### src/rtl/sr_cmd_driver.sv
// sr_cmd_driver: sequences timed set/reset pulses into a downstream SR flop and reports completion.
// Readback checking of q_fb is built only when SR_CMD_READBACK_EN is defined.
module sr_cmd_driver #(
    parameter int PULSE_W = 2
) (
    input  logic       clk,
    input  logic       rst_n,
    input  logic       cmd_valid,
    input  logic       cmd_val,
    output logic       cmd_ready,
    output logic       s,
    output logic       r,
    input  logic       q_fb,
    output logic       busy,
    output logic       done,
    output logic       err,
    output logic [7:0] err_cnt
);
    localparam logic [3:0] PW_LAST = (PULSE_W <= 1) ? 4'd0 : 4'(PULSE_W - 1);

    typedef enum logic [1:0] {IDLE, PULSE, SETTLE, CHECK} state_t;

    state_t     state_q, state_d;
    logic [3:0] cnt_q, cnt_d;
    logic       val_q, val_d;
    logic       live_q;

    always_ff @(posedge clk or negedge rst_n) begin
        if (!rst_n) begin
            state_q <= IDLE;
            cnt_q   <= 4'd0;
            val_q   <= 1'b0;
            live_q  <= 1'b0;
        end else begin
            state_q <= state_d;
            cnt_q   <= cnt_d;
            val_q   <= val_d;
            live_q  <= 1'b1;
        end
    end

    always_comb begin
        state_d = state_q;
        cnt_d   = cnt_q;
        val_d   = val_q;
        case (state_q)
            IDLE: if (cmd_valid && cmd_ready) begin
                state_d = PULSE;
                cnt_d   = 4'd0;
                val_d   = cmd_val;
            end
            PULSE: if (cnt_q == PW_LAST) state_d = SETTLE;
                   else cnt_d = cnt_q + 4'd1;
            SETTLE: state_d = CHECK;
            default: state_d = IDLE;
        endcase
    end

    // live_q keeps cmd_ready low until the first edge after reset release
    assign cmd_ready = live_q && (state_q == IDLE);
    assign s         = (state_q == PULSE) && val_q;
    assign r         = (state_q == PULSE) && !val_q;
    assign busy      = state_q != IDLE;
    assign done      = state_q == CHECK;

`ifdef SR_CMD_READBACK_EN
    logic       err_q;
    logic [7:0] err_cnt_q;
    logic       mis;

    // q_fb is sampled on the edge leaving SETTLE so err is a clean flop output during CHECK
    assign mis = (state_q == SETTLE) && (q_fb != val_q);

    always_ff @(posedge clk or negedge rst_n) begin
        if (!rst_n) begin
            err_q     <= 1'b0;
            err_cnt_q <= 8'd0;
        end else begin
            err_q <= mis;
            if (mis && err_cnt_q != 8'hff) err_cnt_q <= err_cnt_q + 8'd1;
        end
    end

    assign err     = err_q;
    assign err_cnt = err_cnt_q;
`else
    logic unused_q_fb;
    assign unused_q_fb = q_fb;
    assign err         = 1'b0;
    assign err_cnt     = 8'd0;
`endif
endmodule

### config.mk
export PLATFORM = sky130hd
export DESIGN_NAME = sr_cmd_driver
export DESIGN_NICKNAME = d
export VERILOG_FILES = /design/src/rtl/sr_cmd_driver.sv
export SDC_FILE = /design/constraint.sdc
export NUM_CORES = 1
export LEC_CHECK = 0
export CAP_MARGIN = 10
export CORE_MARGIN = 2
export CORE_UTILIZATION = 44
export DETAILED_ROUTE_END_ITERATION = 7
export PLACE_DENSITY = 0.82
export SETUP_SLACK_MARGIN = 0.05
export SYNTH_ARGS = -nofsm -noshare
export SYNTH_HDL_FRONTEND = slang
export SYNTH_SLANG_ARGS = --single-unit
### constraint.sdc
create_clock -name clk -period 1.7 [get_ports clk]
set_input_delay 0.34 -clock clk [delete_from_list [all_inputs] [get_ports clk]]
set_output_delay 0.34 -clock clk [all_outputs]
set_load 0.02 [all_outputs]
==> flow_summary_export.csv <==
group,metric,value,unit
sta,setup-violations-final,0,
sta,fin_crit,1.60,ns
yosys,synth.avg_cell_area,9.43,um2
sta,max_freq,627,MHz
critical_path,r2r-start,"state_q[0]",
critical_path,cp_num_buf_inv,2,
placement,gp_congestion,0.754,
yosys,synth_cells,65,
floorplanning,rows,13,
yosys,synthFlopType,"dfrtp_1",
floorplanning,die_w,41.3,um
routing,drtPass1Iterations,4,
job,maxCapViolations,0,
power_and_ir_drop,power_leakage,0.368,nW
routing,viasPerCell,4.94,
yosys,synthArstFlopShare,100,%
cells_and_area,n_fill_cell,128,
critical_path,critical_path_required,1.84,ns
sta,final-hold-violation-count,0,
cts,htree_levels,1,
placement,dp_hpwl,937,um
yosys,synth_edf_count,0,
floorplanning,core,1300,um2
routing,vias,479,
sta,finalClockSkew,0.00243,ns
critical_path,critical_path_arrival,1.73,ns
status,status,"finished, final reports clean",
cts,insertion_delay,0.26,ns
yosys,synth_most_common_cell,"buf_4",
global_route,grt_pass1_vias,411,
cts,cts.root.buffer_cell,"clkbuf_4",
routing,drc,0,
cells_and_area,layout-drive-gt1-share,29.3,%
yosys,synthTopCellsByCount,"buf_4 (9), dfrtp_1 (8), ha_1 (7)",
critical_path,cp_cell_sequence,"inv_2, ha_2, buf_4, a21bo_2, o21a_2, mux2_1",
sta,rsz0062_at_grt,"yes",
cts,path_clk_slew,0.06,ns
cts,cts_made_buffers,3,
routing,drt_wl_total,1110,um
yosys,synth_area,613,um2
global_route,grtUsageTotal,15.9,%
critical_path,end_kind,"flop",
hold_path,min-delay-path-class,"primary input to asynchronous set/reset pin",
floorplanning,io_pins,19,
routing,drtAntennaViolNets,0,
sta,slew_viol_final,0,
cts,cts.sinks,8,
critical_path,crit_path_max_fanout,4,
critical_path,cp-start-kind,"flop",
cells_and_area,stdcell_area,741,um2
yosys,ys_warn_count,0,
cts,holdBufCountCts,0,
critical_path,cp_slowest_cell,"dfrtp_1",
yosys,yosys.area.top_type,"dfrtp_1",
cts,cts_tree,"done",
sta,period_share,93.9,%
global_route,grt_pass1_wl,1670,um
yosys,ys_top_cells_by_area,"dfrtp_1 (33%), ha_1 (14%), buf_4 (11%)",
critical_path,slowest_delay,0.41,ns
floorplanning,die_y,41.3,um
power_and_ir_drop,powerDensity,1620,nW/um2
critical_path,worstSetupPathType,"flop to flop",
routing,drt_iter0_markers,5,
global_route,antenna_found_initial,0,
cells_and_area,synthToLayoutAreaGrowth,20.8,%
placement,dpl_cell_area,727,um2
yosys,yosysSeqAreaShare,32.7,%
placement,io_buffers,8,
cts,postCtsSetupBuffers,0,
critical_path,critPathTopFamily,"flip-flops",
power_and_ir_drop,ir_drop,0.968,mV
floorplanning,die-area,1710,um2
floorplanning,start_util,47.1,%
yosys,synth_cell_types,27,
cts,cts_buffer_depth,2,
routing,wire_per_inst,11.5,um
cells_and_area,num_antenna_cells,0,
critical_path,startpoint,"state_q[0]",
yosys,ys_ff_latch,8,
global_route,overflow,0,
power_and_ir_drop,power,1.20,mW
global_route,grt_max_degree,9,
yosys,netlist.area_leader.share,32.7,%
cells_and_area,nNetsFinal,96,
==> worst register-to-register path: cells and delay by family, from the launching register on <==
| kind | cells | cell delay [ns] |
|---|---|---|
| adder cells (fa/ha/maj) | 1 | 0.19 |
| AO/OA/AOI/OAI | 2 | 0.36 |
| flip-flops | 1 | 0.41 |
| buffers and inverters | 2 | 0.19 |
| multiplexers | 1 | 0.31 |
==> per-stage QoR <==
step                      hold WS, ns  worst slack (ns)  setup TNS [ns]  instances  utilization [%]
after floorplan                0.0444             0.212               0         73                -
after global placement          0.508           -0.0637         -0.0637         94             55.9
after detailed placement        0.537           -0.0705          -0.152         94             55.9
after CTS                       0.379            0.0516               0         97             56.7
after global routing            0.402            0.0273               0         97             56.9
final                           0.366             0.104               0         97             56.9
==> state kept, by name, indices dropped and copies added (netlist names) <==
name	cells
state_q	2
cnt_q	4
val_q	1
live_q	1
==> path summary, 6_finish.rpt <==
check                             end  slack [ns]  depth (start not counted)
max in group asynchronous  state_q[1]        1.06                          1
hold reg to reg                 val_q        0.55                          1
min in group clk                val_q        0.55                          1
setup / recovery           state_q[1]        0.10                          6
hold / removal               cnt_q[2]        0.37                          1
setup reg to reg           state_q[1]        0.10                          6
==> layout by cell type (no fill, tap or decap) <==
cell type,synthesis,layout
o21a_2,1,1
mux2_2,2,2
inv_2,1,2
nand4b_1,1,1
and2_2,1,1
dfrtp_1,8,8
a21boi_1,1,1
o21ai_0,5,5
nand3_1,5,5
nor2_1,2,2
and2_1,1,1
mux2i_1,1,1
mux2_1,1,1
nor4_1,1,1
nand2b_1,1,1
or4_1,2,2
clkdlybuf4s50_1,0,3
nor3b_4,0,1
buf_2,0,3
buf_4,9,7
ha_2,0,2
clkbuf_4,0,3
clkbuf_2,0,1
a31oi_1,1,1
inv_1,4,3
nand3b_1,1,1
a21bo_2,1,1
nor2b_1,2,2
nand2_1,2,2
ha_1,7,5
o21bai_1,1,1
conb_1,2,10
clkdlybuf4s15_1,0,1
==> metal layers <==
| layer | share of wire (%) | up-vias | GRT usage (%) |
|---|---|---|---|
| met5 | 0 | - | 0 |
| met3 | 4.2 | 4 | 4.79 |
| li1 | - | 241 | - |
| met1 | 42 | 225 | 18.9 |
| met4 | 1.6 | 0 | 7.26 |
| met2 | 52 | 9 | 26.2 |
==> cell type report <==
| cell class | instances | area, um2 | share of cell area, % |
|---|---|---|---|
| timing repair buffer | 15 | 113 | 15.2 |
| multi-input combinational | 51 | 368 | 49.7 |
| inverter | 5 | 18.8 | 2.53 |
| clock buffer | 3 | 22.5 | 3.04 |
| sequential | 8 | 200 | 27.0 |
| tap | 15 | 18.8 | 2.53 |
==> cell families after synthesis <==
logic type	share of synthesized area, %
AOI/OAI and AO/OA	10.6
adders and majority gates	14.3
buffers and inverters	14.1
DFF	32.7
muxes	7.14
other	1.22
and+or+nand+nor	20.0
==> where the power goes <==
part / switching (mW) / internal [mW] / leakage, nW / total, mW
Sequential: 0.0697 / 0.258 / 0.102 / 0.328
Clock: 0.0704 / 0.0812 / 0.0138 / 0.152
Combinational: 0.364 / 0.355 / 0.253 / 0.719
==> what timing repair did <==
| action | in CTS | in global routing |
|---|---|---|
| endpoints found under the setup margin | 5 | 4 |
| gates resized for setup | 17 | 4 |
| cloned | 0 | 0 |
| pin swaps | 0 | 0 |
Power figures use the tool's default switching activity.
